===== src/rtl/multicycle_ctrl_if.sv =====
// Control bundle between the multicycle main-control FSM and its datapath.
// The controller drives through the master modport and the datapath connects through the slave modport.
interface multicycle_ctrl_if;
    logic [6:0] op;
    logic       adr_src;
    logic       ir_write;
    logic [1:0] alu_src_a;
    logic [1:0] alu_src_b;
    logic [1:0] alu_op;
    logic [1:0] result_src;
    logic       pc_update;
    logic       branch;
    logic       reg_write;
    logic       mem_write;
    logic       illegal_op;
    logic [3:0] state;

    modport master (
        input  op,
        output adr_src, ir_write, alu_src_a, alu_src_b, alu_op, result_src,
        output pc_update, branch, reg_write, mem_write, illegal_op, state
    );

    modport slave (
        output op,
        input  adr_src, ir_write, alu_src_a, alu_src_b, alu_op, result_src,
        input  pc_update, branch, reg_write, mem_write, illegal_op, state
    );
endinterface


===== src/rtl/multicycle_ctrl.sv =====
// Moore main-control FSM for a multicycle RISC-V datapath: it steps each instruction through
// fetch, decode, execute, memory and writeback, and drives the mux selects and write enables.
module multicycle_ctrl (
    input  logic                clk,
    input  logic                reset,
    multicycle_ctrl_if.master   bus
);
    typedef enum logic [3:0] {
        S_FETCH    = 4'd0,
        S_DECODE   = 4'd1,
        S_MEMADR   = 4'd2,
        S_MEMREAD  = 4'd3,
        S_MEMWB    = 4'd4,
        S_MEMWRITE = 4'd5,
        S_EXECUTER = 4'd6,
        S_EXECUTEI = 4'd7,
        S_ALUWB    = 4'd8,
        S_BEQ      = 4'd9,
        S_JAL      = 4'd10
    } state_t;

    localparam logic [6:0] OP_LW  = 7'b0000011;
    localparam logic [6:0] OP_SW  = 7'b0100011;
    localparam logic [6:0] OP_R   = 7'b0110011;
    localparam logic [6:0] OP_I   = 7'b0010011;
    localparam logic [6:0] OP_BEQ = 7'b1100011;
    localparam logic [6:0] OP_JAL = 7'b1101111;

    state_t r_state;
    state_t w_next_state;

    // NOTE: state registers use non-blocking assignment so every flop samples pre-edge values.
    always_ff @(posedge clk or posedge reset) begin
        if (reset) r_state <= S_FETCH;
        else       r_state <= w_next_state;
    end

    assign bus.state = r_state;

    always_comb begin
        // NOTE: every output gets a default first, so no path through the case infers a latch.
        w_next_state   = S_FETCH;
        bus.adr_src    = 1'b0;
        bus.ir_write   = 1'b0;
        bus.alu_src_a  = 2'b00;
        bus.alu_src_b  = 2'b00;
        bus.alu_op     = 2'b00;
        bus.result_src = 2'b00;
        bus.pc_update  = 1'b0;
        bus.branch     = 1'b0;
        bus.reg_write  = 1'b0;
        bus.mem_write  = 1'b0;
        bus.illegal_op = 1'b0;

        case (r_state)
            S_FETCH: begin
                bus.ir_write   = 1'b1;
                bus.alu_src_b  = 2'b10;
                bus.result_src = 2'b10;
                bus.pc_update  = 1'b1;
                w_next_state   = S_DECODE;
            end
            S_DECODE: begin
                // The ALU precomputes OldPC + imm here so the BEQ state can use it as the target.
                bus.alu_src_a = 2'b01;
                bus.alu_src_b = 2'b01;
                case (bus.op)
                    OP_LW, OP_SW: w_next_state = S_MEMADR;
                    OP_R:         w_next_state = S_EXECUTER;
                    OP_I:         w_next_state = S_EXECUTEI;
                    OP_BEQ:       w_next_state = S_BEQ;
                    OP_JAL:       w_next_state = S_JAL;
                    default:      bus.illegal_op = 1'b1;
                endcase
            end
            S_MEMADR: begin
                bus.alu_src_a = 2'b10;
                bus.alu_src_b = 2'b01;
                w_next_state  = (bus.op == OP_LW) ? S_MEMREAD : S_MEMWRITE;
            end
            S_MEMREAD: begin
                bus.adr_src  = 1'b1;
                w_next_state = S_MEMWB;
            end
            S_MEMWB: begin
                bus.result_src = 2'b01;
                bus.reg_write  = 1'b1;
            end
            S_MEMWRITE: begin
                bus.adr_src   = 1'b1;
                bus.mem_write = 1'b1;
            end
            S_EXECUTER: begin
                bus.alu_src_a = 2'b10;
                bus.alu_op    = 2'b10;
                w_next_state  = S_ALUWB;
            end
            S_EXECUTEI: begin
                bus.alu_src_a = 2'b10;
                bus.alu_src_b = 2'b01;
                bus.alu_op    = 2'b10;
                w_next_state  = S_ALUWB;
            end
            S_ALUWB: begin
                bus.reg_write = 1'b1;
            end
            S_BEQ: begin
                bus.alu_src_a = 2'b10;
                bus.alu_op    = 2'b01;
                bus.branch    = 1'b1;
            end
            S_JAL: begin
                bus.alu_src_a = 2'b01;
                bus.alu_src_b = 2'b10;
                bus.pc_update = 1'b1;
                w_next_state  = S_ALUWB;
            end
            default: begin
                // Encodings 11-15 drive all outputs to zero and fall back to FETCH.
                w_next_state = S_FETCH;
            end
        endcase
    end
endmodule


===== src/flat_wrapper.sv =====
// flat-port wrapper written by rule: the top's interface ports become plain ports
module multicycle_ctrl_flat 
  (clk, reset, bus_op, bus_adr_src, bus_ir_write, bus_alu_src_a, bus_alu_src_b, bus_alu_op, bus_result_src, bus_pc_update, bus_branch, bus_reg_write, bus_mem_write, bus_illegal_op, bus_state);
  multicycle_ctrl_if bus_i ();
  input  logic clk;
  input  logic reset;
  input wire logic [$bits(bus_i.op)-1:0] bus_op;
  output wire logic [$bits(bus_i.adr_src)-1:0] bus_adr_src;
  output wire logic [$bits(bus_i.ir_write)-1:0] bus_ir_write;
  output wire logic [$bits(bus_i.alu_src_a)-1:0] bus_alu_src_a;
  output wire logic [$bits(bus_i.alu_src_b)-1:0] bus_alu_src_b;
  output wire logic [$bits(bus_i.alu_op)-1:0] bus_alu_op;
  output wire logic [$bits(bus_i.result_src)-1:0] bus_result_src;
  output wire logic [$bits(bus_i.pc_update)-1:0] bus_pc_update;
  output wire logic [$bits(bus_i.branch)-1:0] bus_branch;
  output wire logic [$bits(bus_i.reg_write)-1:0] bus_reg_write;
  output wire logic [$bits(bus_i.mem_write)-1:0] bus_mem_write;
  output wire logic [$bits(bus_i.illegal_op)-1:0] bus_illegal_op;
  output wire logic [$bits(bus_i.state)-1:0] bus_state;
  assign bus_i.op = bus_op;
  assign bus_adr_src = bus_i.adr_src;
  assign bus_ir_write = bus_i.ir_write;
  assign bus_alu_src_a = bus_i.alu_src_a;
  assign bus_alu_src_b = bus_i.alu_src_b;
  assign bus_alu_op = bus_i.alu_op;
  assign bus_result_src = bus_i.result_src;
  assign bus_pc_update = bus_i.pc_update;
  assign bus_branch = bus_i.branch;
  assign bus_reg_write = bus_i.reg_write;
  assign bus_mem_write = bus_i.mem_write;
  assign bus_illegal_op = bus_i.illegal_op;
  assign bus_state = bus_i.state;
  multicycle_ctrl u_core (.clk(clk), .reset(reset), .bus(bus_i));
endmodule

===== config.mk =====
export PLATFORM = sky130hd
export DESIGN_NAME = multicycle_ctrl_flat
export DESIGN_NICKNAME = d
export VERILOG_FILES = /design/src/rtl/multicycle_ctrl_if.sv /design/src/rtl/multicycle_ctrl.sv /design/src/flat_wrapper.sv
export SDC_FILE = /design/constraint.sdc
export NUM_CORES = 1
export LEC_CHECK = 0
export ABC_AREA = 1
export BUFFER_PORTS_ARGS = -buffer_cell sky130_fd_sc_hd__buf_4
export CAP_MARGIN = 5
export CELL_PAD_IN_SITES_DETAIL_PLACEMENT = 0
export CELL_PAD_IN_SITES_GLOBAL_PLACEMENT = 2
export CORE_AREA = 2 2 63 50
export DETAILED_ROUTE_END_ITERATION = 8
export DIE_AREA = 0 0 65 52
export PLACE_DENSITY_LB_ADDON = 0.1
export SLEW_MARGIN = 20
export SYNTH_ARGS = -nofsm -noshare
export SYNTH_HDL_FRONTEND = slang
export SYNTH_SLANG_ARGS = --single-unit

===== constraint.sdc =====
create_clock -name clk -period 1.05 [get_ports clk]
set_clock_uncertainty 0.05 [all_clocks]
set_input_delay 0.0525 -clock clk [delete_from_list [all_inputs] [get_ports clk]]
set_output_delay 0.0525 -clock clk [all_outputs]
set_load 0.02 [all_outputs]

# Word level (Yosys, flattened, before mapping)
# Cells that the tools add are included.
word_totals:
  ff_bits: 4
  in_bits: 9
  output_inout_bits: 19
  elab_cells: 43
classes:
  eq_ne: 16
  muxes: 15
  n_reduce_logical: 11
ops:
  columns: ["cell", "count"]
  rows:
  - ["$pmux W4 S5", 2]
  - ["$eq A4 B3 Y1 const B", 4]
  - ["$pmux W2 S2", 4]
  - ["$eq A7 B6 Y1 const B", 2]
  - ["$eq A7 B7 Y1 const B", 2]
  - ["$eq A4 B4 Y1 const B", 3]
  - ["$reduce_or A2 Y1", 6]
  - ["$eq A4 B2 Y1 const B", 2]
  - ["$mux W1", 8]
  - ["$eq A7 B2 Y1 const B", 1]
  - ["$eq A7 B5 Y1 const B", 1]
  - ["$reduce_or A3 Y1", 2]
  - ["$reduce_or A6 Y1", 1]
  - ["$eq A4 B1 Y1 const B", 1]
  - ["$logic_not A4 Y1", 1]
  - ["$reduce_or A4 Y1", 1]
  - ["$mux W3", 1]

# Logic depth before layout (Yosys ltp)
# Gate-level depths: netlist of run 1.
depth:
  word_depth: 4
  mapped_depth: 6
  depth_no_buf: 6

# Least setup slack after synthesis of run 1
# No wires, ideal clock.
synth_path:
  path_type: "flip-flop to output port"
  start: "register u_core.r_state[3], in the netlist u_core.bus.state[3]"
  end: "output bus_alu_src_a[1]"
  arrival_time_ns: 1.358
  required_ns: 0.947
  setup_slack_ns: -0.411
  path_stages_with_launch: 6
  path_buffers: 0
  cell_sequence: "dfrtp_1 inv_1 nand2_1 nor2_1 nor2_1 nand2_1"
synth_between:
  elab_chain_len: 3
  elab_cells_between_ends: 9
  classes_between: "eq/ne (6); mux (1); reduce/logical (2)"
synth_lines:
  columns: ["item", "line", "text"]
  rows:
  - ["start, declared", "multicycle_ctrl.sv:29", "state_t r_state;"]
  - ["start signal, assigned", "multicycle_ctrl.sv:35", "else r_state <= w_next_state;"]
  - ["$eq A4 B4 Y1, or another cell as far along", "multicycle_ctrl.sv:55", "case (r_state)"]
  - ["$reduce_or A4 Y1 (no line) / $reduce_or A2 Y1 (equally long branches)", null, null]
  - ["$pmux W2 S2 (*)", "multicycle_ctrl.sv:55", null]
  - ["end, declared", "flat_wrapper.sv:10", "output wire logic [$bits(bus_i.alu_src_a)-1:0] bus_alu_src_a;"]
# Every way passes the cells marked *; elsewhere a longest branch is shown, timed or not.

# Worst setup path in the final report of run 1
layout_path:
  start: "register u_core.r_state[3], in the netlist u_core.bus.state[3]"
  end: "output bus_illegal_op"
layout_between:
  elab_chain_len: 2
layout_lines:
  columns: ["item", "line", "text"]
  rows:
  - ["$eq A4 B1 Y1", "multicycle_ctrl.sv:55", null]
  - ["$mux W1", "multicycle_ctrl.sv:55", null]
  - ["end, declared", "flat_wrapper.sv:18", "output wire logic [$bits(bus_i.illegal_op)-1:0] bus_illegal_op;"]
# Every way passes these cells.

==> results of run 1 <==
## final timing paths
check | start | end | slack (ns)
setup / recovery | u_core.bus.state[3] | bus_illegal_op | -0.30
hold / removal | bus_op[4] | u_core.bus.state[2] | 0.08
setup reg to reg | u_core.bus.state[3] | u_core.bus.state[3] | -0.26
hold reg to reg | u_core.bus.state[2] | u_core.bus.state[0] | 0.57
max in group asynchronous | reset | u_core.bus.state[2] | 0.56
min in group asynchronous | reset | u_core.bus.state[1] | 0.23
## per-layer routing
metal	vias to the layer above	track usage [%]	wire (um)
met5	-	0	0
met4	0	2.13	6
met3	2	4.55	96
met2	13	15.5	682
met1	275	14.6	800
li1	328	-	-
## Yosys cell counts (all sizes together)
library cell	instances
buf	2
nor2	17
o21ai	6
nand4	3
inv	12
a21oi	2
nand3	5
nor3	1
dfrtp	4
nand2	20
## layout by cell type (no fill, tap or decap)
cell type      count
buf_4             27
buf_6             23
nand2_1           11
nor2_1             9
nor2_4             5
inv_1              5
inv_2              4
nand2_4            4
nand2_2            4
dfrtp_2            4
nand4_1            3
nand3_2            3
o21ai_2            3
clkbuf_8           3
inv_4              2
nor2_2             2
o21ai_1            2
clkinv_4           1
nand2_8            1
nor2_8             1
nand3_4            1
nand3_1            1
a21oi_1            1
o21ai_0            1
nor3_4             1
a21oi_2            1
dlygate4sd3_1      1
## power groups by stage
stage	Sequential (W)	Combinational, W	Clock (W)
3_3_place_gp	0.000225	0.00108	0
3_5_place_dp	0.000227	0.00107	0
5_1_grt	0.000235	0.00141	0.000349
2_1_floorplan	0.000257	0.000639	0
6_report	0.000229	0.00132	0.000324
4_1_cts	0.000228	0.00122	0.000333
## per-stage QoR
stage | setup WS [ns] | util [%] | power [W]
CTS | -0.304 | 36.9 | 0.00178
detailed placement | -0.159 | 30.5 | 0.00129
global route | -0.345 | 40.1 | 0.00200
finish | -0.299 | 40.1 | 0.00187
floorplan | -0.113 | - | 0.000896
global placement | -0.123 | 30.5 | 0.00130
## critical path, stage by stage, from the launching register on
cell and delay (ns):
dfrtp_2 0.43, clkinv_4 0.10, nand2_8 0.08, nor2_8 0.12, inv_4 0.05, nor3_4 0.11
buf_6 0.14
## final cells by class
class	count	area share, %
tap	38	4.26
clock buffer	3	3.70
timing repair buffer	51	42.2
multi-input combinational	54	35.5
sequential	4	9.41
inverter	12	4.93
## what timing repair did
action                                  CTS  global route
pin swaps                                 5             9
endpoints found under the hold margin     4             0
endpoints found under the setup margin   19            21
setup buffers                             4             2
hold buffers                              1             0
resized for setup                        27            20
## cell families (layout without fill, tap and decap cells)
| family | after synthesis | after routing | share of synthesized area (%) |
|---|---|---|---|
| simple gates | 46 | 46 | 52.8 |
| buf+inv | 14 | 66 | 14.2 |
| compound gates | 8 | 8 | 9.44 |
| flops | 4 | 4 | 23.6 |
==> results.yml, run 1 <==
synthesis:
  yosys_register_bits: 4
  syn_inst: 72
  synth_cell_types: 14
  syn_avg_cell_area_um2: 5.89
  synth_area_leaders: "dfrtp_1, nand2_1, nor2_1"
  synth_top_area_cell: "dfrtp_1"
  synth_warnings: 0
  syn_area_um2: 424
  yosysTopAreaCellShare_pct: 23.6
  syn-num-nets: 81
  synth-seq-area-share_pct: 23.6
worst_hold_path:
  hold_depth: 3
  min_path_type: "in2reg"
grt:
  grt_max_degree: 6
  grt_usage_pct: 10.7
  overflow: 0
  grt_pass1_wl_um: 2640
  antenna_found_initial: 0
  grt_pass1_vias: 592
final_layout:
  seqCellArea_um2: 105
  multi_input_area_um2: 397
  fin_area_mm2: 0.00112
  largest_register_ffs: 4
  drive_above_1_share_pct: 72.6
  instances_no_fill: 162
  syn2layout_area_growth_pct: 163
  nets: 135
  n_antenna_cell: 0
  n_fill_cell: 312
job:
  maxCapViolCount: 0
critical_path:
  worstSetupEndpointType: "primary output"
  arrival_ns: 1.25
  worstSetupPathType: "reg2out"
  start_kind: "flip-flop"
  path_max_fanout: 4
  reg2reg_depth: 8
  cp.required_ns: 0.95
routing:
  wl_per_cell_um: 9.78
  routed_wl_um: 1590
  num_vias: 618
  via_per_inst: 3.81
  drt_iter0_markers: 8
  ant_nets: 0
  dr.pass1.iters: 3
  route.detailed.drc: 0
power:
  power-per-cell-area_mw_per_mm2: 1670
  power_frac_comb_pct: 70.4
  seqPwrFrac_pct: 12.2
  p_sw_w: 0.000817
  clkPwrFrac_pct: 17.3
  leakage_nw: 0.551
  ir_drop_v: 0.000965
  p_sw_share_pct: 43.7
  p_int_w: 0.00105
sta:
  worst_hold_slack_ns: 0.0807
  fin_crit_ns: 1.35
  tightest_slew_ns: 0.271
  slew_viol_final: 0
  final.setup.worst_slack_ns: -0.299
  setup-tns-final_ns: -4.56
  setup-violations-final: 20
  grt_setup_unrepaired: "yes"
  slew_headroom_pct: 81.9
  hold_viol_final: 0
  fin_crit_sh_pct: 129
  max_freq_ghz: 0.741
floorplan:
  rows: 17
  die-area_mm2: 0.00338
  start_util_pct: 15.2
  die_w_um: 65
  num_io_pins: 28
  core_area_mm2: 0.00279
  die_h_um: 52
clock_network:
  clk-insertion-delay-late_ns: 0.22
  cts-root-buf: "clkbuf_8"
  cts_buffer_depth: 2
  cts_tree: "yes"
  cts_buffers: 3
  cts_num_sinks: 4
  htreeDepth: 1
  clk_pin_slew_ns: 0.03
placement:
  dpl.hpwl_um: 1300
  dp.cells: 152
  routabilityCongestion: 0.748
  placed_cell_area_um2: 850
  portBuffers: 27
status:
  outcome: "finished, violations left"
  violations: "negative setup slack"
(Power assumes the default switching activity.)
==> run 2: changes to the inputs <==
--- a/constraint.sdc
+++ b/constraint.sdc
@@ -3,3 +3,3 @@
 set_input_delay 0.0525 -clock clk [delete_from_list [all_inputs] [get_ports clk]]
 set_output_delay 0.0525 -clock clk [all_outputs]
-set_load 0.02 [all_outputs]
+set_load 0.1 [all_outputs]
==> run 2 against run 1 <==
  * The flow still finishes with violations (negative setup slack)
  * Sequential power grew 7%
  * Fmax shrank 10%
  * Utilization is 8.8 points higher
  * Final cell count rose by 1.2%
  * Global-route usage is 1.2 points higher
  * Routed wire length increased by 7.9%
  * Largest cell class unchanged
==> results.yml, run 2 (synthesis results as in run 1) <==
status:
  outcome: "finished, violations left"
  violations: "negative setup slack"
routing:
  dr.pass1.iters: 4
  routed_wl_um: 1710
  wl_per_cell_um: 10.4
  ant_nets: 0
  drt_iter0_markers: 9
  via_per_inst: 3.84
  route.detailed.drc: 0
  num_vias: 630
power:
  total_power_w: 0.00354
  ir_drop_v: 0.00239
  power-per-cell-area_mw_per_mm2: 2600
  leakage_nw: 0.617
sta:
  grt_setup_unrepaired: "yes"
  fin_crit_ns: 1.50
  slew_viol_final: 0
  hold_viol_final: 0
  final.setup.worst_slack_ns: -0.450
  tightest_slew_ns: 0.279
  fin_crit_sh_pct: 143
  setup-violations-final: 22
  slew_headroom_pct: 81.5
  max_freq_ghz: 0.667
final_layout:
  n_antenna_cell: 0
  syn2layout_area_growth_pct: 221
  final_common_cell: "buf_4"
  drive_above_1_share_pct: 74.6
  nets: 137
  utilization_pct: 48.9
  largest_register_ffs: 4
  final_cell_mix: "buf_4, buf_12, nand2_1, buf_6, nor2_4"
worst_hold_path:
  min_path_type: "in2reg"
  hold_depth: 3
  worst_hold_path.endpoint: "u_core.bus.state[2]"
  min_from: "bus_op[4]"
clock_network:
  cts_tree: "yes"
  cts_buffer_depth: 2
  cts_num_sinks: 4
  htreeDepth: 1
  cts_buffers: 3
  clk_pin_slew_ns: 0.03
  cts-root-buf: "clkbuf_8"
  clk-insertion-delay-late_ns: 0.21
placement:
  dpl.hpwl_um: 1350
  portBuffers: 27
  routabilityCongestion: 0.707
floorplan:
  rows: 17
  die_w_um: 65
  die-area_mm2: 0.00338
  num_io_pins: 28
  core_area_mm2: 0.00279
  die_h_um: 52
  start_util_pct: 15.2
grt:
  grt_max_degree: 6
  grt_usage_pct: 11.9
  grt_pass1_vias: 683
  grt_pass1_wl_um: 3080
  antenna_found_initial: 0
  overflow: 0
critical_path:
  r2r_setup_slack_ns: -0.25
  worstSetupPathType: "reg2out"
  cp.required_ns: 0.95
  worstReg2RegStart: "u_core.bus.state[0]"
  start_kind: "flip-flop"
  reg2reg_depth: 6
  path_max_fanout: 4
  worstSetupEndpointType: "primary output"
  arrival_ns: 1.40
  worstReg2RegEnd: "u_core.bus.state[1]"
job:
  maxCapViolCount: 0
[run 2: timing repair]
action	CTS	global route
hold buffers	1	0
hold endpoints to repair	4	0
setup endpoints to repair	23	22
gates resized for setup	67	16
pin swaps	11	4
cloned	0	0
buffers inserted	2	3
[run 2: final cells by class]
type | count | area (um^2)
Clock buffer | 3 | 41.3
Timing Repair Buffer | 53 | 651
Sequential cell | 4 | 115
Multi-Input combinational cell | 54 | 443
Fill cell | 271 | 1420
Tap cell | 38 | 47.5
Inverter | 12 | 65.1
[run 2: power by group]
group / switching, W / total (W) / internal, W / leakage [nW]
Clock: 0.0000773 / 0.000322 / 0.000244 / 0.0216
Sequential: 0.0000497 / 0.000245 / 0.000195 / 0.0468
Combinational: 0.00193 / 0.00298 / 0.00104 / 0.548
Total: 0.00206 / 0.00354 / 0.00148 / 0.617
[run 2: stage by stage]
stage	hold WS [ns]	setup WS [ns]	cells	cell area (um^2)	TNS (ns)
after floorplan	-0.231	-0.871	72	579	-11.15
after CTS	0.115	-0.453	162	1290	-7.04
after global routing	0.157	-0.501	164	1360	-8.10
after global placement	-0.0952	-0.344	156	947	-4.20
final	0.131	-0.450	164	1360	-7.20
after detailed placement	-0.0885	-0.318	156	947	-4.21
[run 2: metal layers]
| metal | vias to the layer above | wire length [um] | GRT usage [%] |
|---|---|---|---|
| li1 | 332 | - | - |
| met1 | 283 | 886 | 16.9 |
| met2 | 15 | 751 | 18.7 |
| met3 | 0 | 72 | 3.03 |
| met4 | 0 | 0 | 1.06 |
| met5 | - | 0 | 0 |
[run 2: worst max-delay path by stage]
stage	startpoint	end	slack [ns]	depth (start not counted)
after floorplan	u_core.bus.state[2]	bus_illegal_op	-0.87	5
after global placement	u_core.bus.state[0]	bus_alu_src_b[0]	-0.34	6
after detailed placement	u_core.bus.state[2]	bus_illegal_op	-0.32	6
after CTS	u_core.bus.state[3]	bus_illegal_op	-0.45	6
after global routing	u_core.bus.state[3]	bus_illegal_op	-0.50	6
final	u_core.bus.state[3]	bus_illegal_op	-0.45	6
[run 2: worst max-delay path, stage by stage, from the launching register on]
cell	delay [ns]
dfrtp_4	0.50
inv_6	0.10
nand2_8	0.07
nor2_8	0.12
inv_4	0.05
nor3_4	0.15
buf_12	0.20
